===== src/rtl/ps2_key_decoder.sv =====
// rtl/ps2_key_decoder.sv - PS/2 set-2 scancode parser with held-key tracking and FWFT event FIFO
module ps2_key_decoder #(
  parameter int FIFO_AW = 3
) (
  input  logic               clk,
  input  logic               reset,
  input  logic [7:0]         scan_data,
  input  logic               scan_valid,
  output logic [7:0]         evt_code,
  output logic               evt_ext,
  output logic               evt_break,
  output logic               evt_valid,
  input  logic               evt_ready,
  output logic [7:0]         held_code,
  output logic               held_ext,
  output logic               held_valid,
  output logic [7:0]         press_count,
  output logic [FIFO_AW:0]   fifo_level,
  output logic               overflow
);

  localparam int DEPTH = 1 << FIFO_AW;
  localparam logic [FIFO_AW:0] FULL_LEVEL = {1'b1, {FIFO_AW{1'b0}}};

  typedef enum logic [1:0] {IDLE, GOT_E0, GOT_F0, GOT_E0F0} state_t;
  state_t state, state_nx;

  logic is_make, is_break, ev_ext;
  logic byte_e0, byte_f0, byte_null;

  assign byte_e0   = (scan_data == 8'hE0);
  assign byte_f0   = (scan_data == 8'hF0);
  assign byte_null = (scan_data == 8'h00) || (scan_data == 8'hFF);

  always_ff @(posedge clk or negedge reset) begin
    if (!reset) state <= IDLE;
    else        state <= state_nx;
  end

  always_comb begin
    state_nx = state;
    is_make  = 1'b0;
    is_break = 1'b0;
    ev_ext   = 1'b0;
    if (scan_valid) begin
      case (state)
        IDLE: begin
          if (byte_e0)        state_nx = GOT_E0;
          else if (byte_f0)   state_nx = GOT_F0;
          else if (!byte_null) is_make = 1'b1;
        end
        GOT_E0: begin
          if (byte_f0)        state_nx = GOT_E0F0;
          else if (byte_e0)   state_nx = GOT_E0;
          else begin
            state_nx = IDLE;
            is_make  = !byte_null;
            ev_ext   = 1'b1;
          end
        end
        GOT_F0: begin
          state_nx = IDLE;
          is_break = !(byte_e0 || byte_f0 || byte_null);
        end
        GOT_E0F0: begin
          state_nx = IDLE;
          is_break = !(byte_e0 || byte_f0 || byte_null);
          ev_ext   = 1'b1;
        end
        default: state_nx = IDLE;
      endcase
    end
  end

  // A make matching the held key is typematic repeat and is swallowed entirely.
  logic held_match, new_make, push;
  assign held_match = held_valid && (held_ext == ev_ext) && (held_code == scan_data);
  assign new_make   = is_make && !held_match;
  assign push       = new_make || is_break;

  always_ff @(posedge clk or negedge reset) begin
    if (!reset) begin
      held_code   <= '0;
      held_ext    <= 1'b0;
      held_valid  <= 1'b0;
      press_count <= '0;
    end else if (new_make) begin
      held_code   <= scan_data;
      held_ext    <= ev_ext;
      held_valid  <= 1'b1;
      press_count <= press_count + 8'd1;
    end else if (is_break && held_match) begin
      held_valid  <= 1'b0;
    end
  end

  logic [9:0]         mem [DEPTH];
  logic [FIFO_AW-1:0] wr_ptr, rd_ptr;
  logic               full, pop, push_ok;
  logic [9:0]         head;

  assign full      = (fifo_level == FULL_LEVEL);
  assign evt_valid = (fifo_level != '0);
  assign pop       = evt_valid && evt_ready;
  assign push_ok   = push && (!full || pop);

  always_ff @(posedge clk) begin
    if (push_ok) mem[wr_ptr] <= {ev_ext, is_break, scan_data};
  end

  always_ff @(posedge clk or negedge reset) begin
    if (!reset) begin
      wr_ptr     <= '0;
      rd_ptr     <= '0;
      fifo_level <= '0;
      overflow   <= 1'b0;
    end else begin
      if (push_ok) wr_ptr <= wr_ptr + 1'b1;
      if (pop)     rd_ptr <= rd_ptr + 1'b1;
      if (push_ok && !pop)      fifo_level <= fifo_level + 1'b1;
      else if (pop && !push_ok) fifo_level <= fifo_level - 1'b1;
      if (push && !push_ok) overflow <= 1'b1;
    end
  end

  // Fields are forced to zero when empty so the head never exposes stale storage.
  assign head      = evt_valid ? mem[rd_ptr] : 10'd0;
  assign evt_ext   = head[9];
  assign evt_break = head[8];
  assign evt_code  = head[7:0];

endmodule


===== config.mk =====
export PLATFORM = sky130hd
export DESIGN_NAME = ps2_key_decoder
export DESIGN_NICKNAME = d
export VERILOG_FILES = /design/src/rtl/ps2_key_decoder.sv
export SDC_FILE = /design/constraint.sdc
export NUM_CORES = 1
export LEC_CHECK = 0
export CORE_MARGIN = 2
export CORE_UTILIZATION = 57
export CTS_BUF_LIST = sky130_fd_sc_hd__clkbuf_16
export CTS_CLUSTER_DIAMETER = 200
export CTS_CLUSTER_SIZE = 20
export DETAILED_ROUTE_END_ITERATION = 8
export PLACE_DENSITY = 0.91
export SYNTH_ARGS = -nofsm -noshare
export SYNTH_HDL_FRONTEND = slang
export SYNTH_SLANG_ARGS = --single-unit

===== constraint.sdc =====
create_clock -name clk -period 3.1 [get_ports clk]
set_input_delay 0.62 -clock clk [delete_from_list [all_inputs] [get_ports clk]]
set_output_delay 0.62 -clock clk [all_outputs]
set_load 0.01 [all_outputs]

## After elaboration in Yosys (flattened, before gate mapping)

Memories as Yosys holds them, arrays and structs flattened.
Cells that the tools add are included.

| word-level totals | value |
|---|---|
| RAM bits | 80 |
| memories kept | 1 |
| logic and storage cells | 77 |
| output and inout port bits | 34 |
| register bits after elaboration | 31 |
| input port bits | 12 |

Memory list:

| name | depth | bits a word | rd ports | clocked after Yosys merged registers in | write ports | RTL line | text |
|---|---|---|---|---|---|---|---|
| mem | 8 | 10 | 1 | 0 | 1 | 97 | `logic [9:0] mem [DEPTH];` |

| operators by class | value |
|---|---|
| mux-type cells | 25 |
| add/subtract/negate cells | 5 |
| eq/ne operators | 10 |
| reduce and logical (&&, ||, !) cells | 27 |

Operator list:

| operator | count |
|---|---|
| 8-bit equality test, second input constant | 3 |
| 1-bit 2-to-1 mux | 16 |
| 10-bit 2-to-1 mux | 1 |
| 1-bit logical AND | 9 |
| 8-bit by 1-bit adder with 8-bit output, second input constant | 1 |
| 8-bit equality test | 1 |
| 8-bit zero test | 1 |
| 4-bit 2-to-1 mux | 2 |
| 3-bit by 1-bit adder with 3-bit output, second input constant | 2 |
| 1-bit zero test | 6 |
| 2-bit 2-to-1 mux | 3 |
| 2-bit one-hot mux with 3 select lines | 1 |
| 1-bit logical OR | 5 |
| 4-bit by 1-bit adder with 4-bit output, second input constant | 1 |
| 2-bit equality test, second input constant | 2 |
| 4-bit equality test, second input constant | 1 |
| 1-bit one-hot mux with 2 select lines | 2 |
| 2-bit nonzero test | 2 |
| 4-bit nonzero test | 1 |
| 4-bit by 1-bit subtractor with 4-bit output, second input constant | 1 |
| 3-bit inequality test, second input constant | 1 |
| 2-bit by 1-bit equality test with 1-bit output, second input constant | 1 |
| 2-bit zero test | 1 |
| 2-bit AND reduction | 1 |
| other kinds (2) | 2 |

## Longest topological paths before layout

| depth | value |
|---|---|
| word-level depth | 16 |
| depth in mapped cells | 15 |
| depth with buffers taken out | 14 |

## Worst setup path before layout

No wires, ideal clock.

| timing | value |
|---|---|
| path kind | input port to flip-flop |
| start | in scan_data[0] |
| end | mem mem[2][0] (enable) |
| slack | -0.511 ns |
| required time | 2.693 ns |
| data arrival time | 3.204 ns |
| stages | 7 |
| buffers on the path | 1 |
| setup time | 0.407 ns |
| path through | or4_4 -> o311ai_4 -> xor2_2 -> nand3_2 -> o211ai_2 -> buf_4 -> nor4b_1 |

| on the way | value |
|---|---|
| longest elaborated chain between the ends | 14 |
| elaborated cells on any way between the ends | 32 |
| classes of those cells | eq/ne (5); mux (15); reduce/logical (12) |

RTL lines:

| item | RTL line | text |
|---|---|---|
| from (decl) | 7 | `input logic [7:0] scan_data,` |
| 8-bit equality test | 31 | `assign byte_e0 = (scan_data == 8'hE0);` |
| 1-bit 2-to-1 mux | 54 | `else if (byte_e0) state_nx = GOT_E0;` |
| 1-bit 2-to-1 mux | 53 | `if (byte_f0) state_nx = GOT_E0F0;` |
| 1-bit one-hot mux with 2 select lines | 46 | `case (state)` |
| 1-bit 2-to-1 mux | 45 | `if (scan_valid) begin` |
| 1-bit equality test | 77 | `assign held_match = held_valid && (held_ext == ev_ext) && (held_code == scan_data);` |
| 1-bit logical AND (2 in a row) | 77 |  |
| 1-bit zero test | 78 | `assign new_make = is_make && !held_match;` |
| 1-bit logical AND | 78 |  |
| 1-bit logical OR (*) | 79 | `assign push = new_make \|\| is_break;` |
| 1-bit logical AND (*) | 105 | `assign push_ok = push && (!full \|\| pop);` |
| 1-bit 2-to-1 mux (*) | 108 | `if (push_ok) mem[wr_ptr] <= {ev_ext, is_break, scan_data};` |
| 1-bit 2-to-1 mux (not written as such) (*) | 108 |  |
| to (decl) | 97 |  |

Every way passes the cells marked *; elsewhere a longest branch is shown, timed or not.

## Worst setup path in the final report

| timing | value |
|---|---|
| start | in scan_data[0] |
| end | reg fifo_level[3] |

| on the way | value |
|---|---|
| longest elaborated chain between the ends | 15 |
| elaborated cells on any way between the ends | 35 |
| classes of those cells | eq/ne (5); mux (14); reduce/logical (16) |

RTL lines:

| item | RTL line | text |
|---|---|---|
| 8-bit equality test | 31 |  |
| 1-bit 2-to-1 mux | 54 |  |
| 1-bit 2-to-1 mux | 53 |  |
| 1-bit one-hot mux with 2 select lines | 46 |  |
| 1-bit 2-to-1 mux | 45 |  |
| 1-bit equality test | 77 |  |
| 1-bit logical AND (2 in a row) | 77 |  |
| 1-bit zero test | 78 |  |
| 1-bit logical AND | 78 |  |
| 1-bit logical OR (*) | 79 |  |
| 1-bit logical AND (*) | 105 |  |
| net push_ok | 99 | `logic full, pop, push_ok;` |
| 1-bit zero test | 121 | `else if (pop && !push_ok) fifo_level <= fifo_level - 1'b1;` |
| 1-bit logical AND | 121 |  |
| 2-bit nonzero test (no line) | n/a |  |
| to (signal assigned) | 120 | `if (push_ok && !pop) fifo_level <= fifo_level + 1'b1;` |
| to (signal assigned) | 121 |  |
| to (decl) | 18 | `output logic [FIFO_AW:0] fifo_level,` |

Mark *: on every way through the listed nets, which the timed path passes. The rest lies on a longest branch.
A chain may end at the register's enable or synchronous reset.

==> results.md <==
- The clock-pin slew on the worst setup and hold paths is 0.08 ns.
- The required time of the worst setup path is 3.34 ns.
- The startpoint kind of the worst setup timing path is an input port.
- The critical path class is in -> reg.
- The number of levels the H-tree was split into is 3.
- After synthesis, the netlist uses 42 different library cells.
- For flop-to-flop paths, the worst setup slack is between 0.3 and 0.4 ns.
- The synthesized design contains 80 enable-type register cells.
- The cell count after placement is 446.
- Setup repair after global routing could not meet its margin everywhere.
- Headroom to the max-slew limit came out at approximately 55%.
- The flow ran to the end, and the final reports show no timing, DRC or antenna violations.
- Across the routed clock network, the largest skew measured is 0.01429 ns.
- The first TritonRoute pass finished after 4 iterations.
- The cell area reported after detailed placement is roughly 5600 um^2.
- The worst path needs 3.099 ns of the cycle, external delays included.
- Of all cell types, the one taking the most synthesized area is sky130_fd_sc_hd__edfxtp_1.
- From left edge to right edge, the die measures roughly 95 um.
- The row count is 33.
- Traced cell by cell, the critical path runs through buf_6 -> or4_4 -> o311ai_4 -> xor2_2 -> nand3_4 -> o211ai_2 -> inv_1 -> ha_2 -> inv_2 -> ha_4 -> a21o_1 -> a21oi_2 -> xnor2_1 -> nor2_1 -> xor2_1.
- 0 antenna diodes ended up in the layout.
- The number of nets handed over by synthesis was ~290.
- The CTS root buffer is sky130_fd_sc_hd__clkbuf_16.
- The number of DRC markers after the initial detailed-route iteration is 193.
- The post-synthesis sequential area ratio is 67.50%.
- The synthesized area is 4708 um^2.
- The highest net fanout along the worst path is 2.
- Static timing analysis puts the maximum clock frequency at between 300 and 400 MHz.
- The floorplan die height is 94.89 um.
- The maximum root-to-sink buffer count is 2.
- The count of clock tree sinks is 111.
- The number of antenna violations at the first check in global routing was 0.
- The CTS tree is built.
- Clock latency on the worst-skew pair, taken at its later pin, is 0.36 ns.
- The initial utilization of the core area, before any placement, comes to 58.18%.
- The worst-margin pin slew is 0.6713 ns.
- At the end of the flow, the number of nets in the layout was 382.
- In this run the worst hold path is classified as reg -> reg.
- The DRC violation count after routing is 0.
- Dividing total power by cell area gives a power density of 868.6 nW/um^2.
- The number of maximum-capacitance violations is 0.
- The fraction of final layout cells with drive strength greater than 1 is 34.51%.
- By area the synthesized netlist is led by sky130_fd_sc_hd__edfxtp_1 51%, sky130_fd_sc_hd__dfrtp_1 16%, sky130_fd_sc_hd__mux4_2 9.6%.
- The final weighted congestion in routability-driven placement is 0.7591.
- Hold timing on the final database bottoms out at a slack of 0.4859 ns.
- The number of pins with negative max-slew slack in the final report is 0.
- Summed over all cells, the static leakage comes to roughly 0.0022 uW.
- The cell type of the slowest stage on the worst timing path is sky130_fd_sc_hd__or4_4.
- The worst setup path is captured at a flip-flop.
- The number of port buffers is 45.
- Among all flip-flop cells after synthesis, the most frequent one is sky130_fd_sc_hd__edfxtp_1.
- Dividing the detail-routed via count by the number of cells gives 5.896.
- A synthesized cell averages 17.63 um^2.
- The routed layout has approximately 2,800 vias.
- The total of endpoints with negative setup slack in the final report is 0.
- The routed length per placed instance is 22.67 um.
- The signal arrival time at the worst endpoint is 3.34 ns.
- After detailed routing, the total wire length is ~11,000 um.
- Counting flops with an async set or reset pin after synthesis yields a share of between 20% and 30%.
- After technology mapping, the gate count stands at 267.
- The total track usage is a little over a quarter.
- The most common cell in the netlist is sky130_fd_sc_hd__edfxtp_1.
- The synthesized flop and latch total is 111.
- The area of the placeable core is a little over 8000 um^2.
- The longest individual stage delay on the worst path is ~0.55 ns.
- After layout, the worst path uses around 100% of the clock period.
- The count of antenna-violating nets left after detailed routing is 0.
- The peak supply drop is 0.5664 mV.
- The I/O pin count is 46.
- Sorting the synthesized cells by how often they occur yields 80 x sky130_fd_sc_hd__edfxtp_1, 31 x sky130_fd_sc_hd__dfrtp_1, 20 x sky130_fd_sc_hd__mux4_2.
- The hold violation total from the final report came to 0.
- The die covers 9003 um^2.
- After layout, the design draws a total of 5278 uW.
- The wire length of the first global-routing pass is 16,750 um.
- Once layout is done, the placed cells without fillers occupy 6076 um^2.
- The number of warnings reported in the yosys synthesis log is 0.
- The share of the synthesized area in the top cell type is 51.02%.
- In this run, post-CTS hold repair placed 0 buffers.
- The global route total overflow is 0.
- Once layout is complete, the cells apart from fillers number 473.
- The number of clock buffers added by TritonCTS is 9.
- The pin count of the biggest net entering global routing is 32.
- The number of global-route vias before repair was about 3,000.
- The half-perimeter wire length after detailed placement is about 6500 um.
- The growth of design area from synthesis to finish is 29.05%.
## power by group
group	switching (uW)	internal, uW
clock	588	584
combinational	831	1090
sequential	304	1880
total	1720	3550
## registers in the layout, indices dropped and copies added, names as in the netlist
register and flops:
held_valid 1, wr_ptr 3, press_count 8, overflow 1, fifo_level 4, held_ext 1
mem 80, held_code 8, rd_ptr 3, state 2
## area by class of cell
type                            instances  area [um^2]
Timing Repair Buffer                   95        843.3
Sequential cell                       111         3178
Inverter                                6        22.52
Tap cell                              105        131.4
Fill cell                             445         2017
Clock inverter                          7        93.84
Multi-Input combinational cell        140         1582
Clock buffer                            9        225.2
## path summary, 6_finish.rpt
path	start	endpoint	cells after the start
max	scan_data[0]	fifo_level[3]	15
min	overflow	overflow	1
max reg2reg	held_code[7]	fifo_level[3]	14
min reg2reg	overflow	overflow	1
max in group asynchronous	reset	wr_ptr[2]	2
min in group asynchronous	reset	press_count[7]	2
## per-stage QoR
step | utilization [%] | setup WS, ns | TNS, ns
finish | 75.08 | 0.0009148 | 0
global route | 75.08 | -0.1099 | -0.1099
CTS | 74.30 | 0.01535 | 0
detailed placement | 69.26 | -0.7154 | -12.26
global placement | 69.26 | -0.5464 | -5.826
floorplan | - | -0.4219 | -15.04
## routing by layer
| metal | global-route usage (%) | part of all wire, % |
|---|---|---|
| met5 | 0 | 0 |
| met4 | 14.98 | 4.7 |
| met3 | 3.432 | 6.6 |
| met2 | 43.97 | 51 |
| met1 | 33.88 | 38 |
## cells by family (layout without fill, tap and decap cells)
group | Yosys count | count (layout) | share of synthesized area (%)
mux | 44 | 44 | 15.28
buf+inv | 16 | 117 | 1.515
simple gates | 49 | 49 | 5.926
fa+ha+maj | 7 | 7 | 2.020
xor+xnor | 24 | 24 | 4.624
compound gates | 16 | 16 | 3.136
flops | 111 | 111 | 67.50
## worst max-delay path: cells and delay by family
family / cells / cell delay, ns
AOI/OAI and AO/OA: 4 / 0.80
xor gates and xnor gates: 3 / 0.57
adders and majority gates: 2 / 0.37
buffers and inverters: 3 / 0.22
and+or+nand+nor: 3 / 0.74
## cell usage in the layout (no fill, tap or decap), types with 3 or more instances in the layout
cell type / Yosys / final
sky130_fd_sc_hd__buf_4: 1 / 47
sky130_fd_sc_hd__buf_6: 1 / 3
sky130_fd_sc_hd__clkbuf_16: 0 / 9
sky130_fd_sc_hd__clkdlybuf4s50_1: 0 / 38
sky130_fd_sc_hd__clkinv_8: 0 / 4
sky130_fd_sc_hd__dfrtp_1: 31 / 31
sky130_fd_sc_hd__dlygate4sd2_1: 0 / 3
sky130_fd_sc_hd__edfxtp_1: 80 / 80
sky130_fd_sc_hd__ha_1: 6 / 3
sky130_fd_sc_hd__inv_1: 6 / 5
sky130_fd_sc_hd__mux2_2: 11 / 11
sky130_fd_sc_hd__mux2_4: 3 / 3
sky130_fd_sc_hd__mux2i_1: 10 / 10
sky130_fd_sc_hd__mux4_2: 20 / 20
sky130_fd_sc_hd__nand2_1: 4 / 4
sky130_fd_sc_hd__nand4_1: 7 / 7
sky130_fd_sc_hd__nor2_1: 12 / 12
sky130_fd_sc_hd__nor3_1: 5 / 5
sky130_fd_sc_hd__nor4_2: 0 / 3
sky130_fd_sc_hd__nor4b_2: 0 / 4
sky130_fd_sc_hd__o21ai_0: 5 / 5
sky130_fd_sc_hd__xnor2_1: 14 / 14
sky130_fd_sc_hd__xor2_1: 9 / 8
## repair_timing
item,in CTS,in global routing
setup endpoints to repair,3,2
resized for setup,26,5
buffers inserted,6,5
pin swaps,11,12
(Power assumes the default switching activity.)
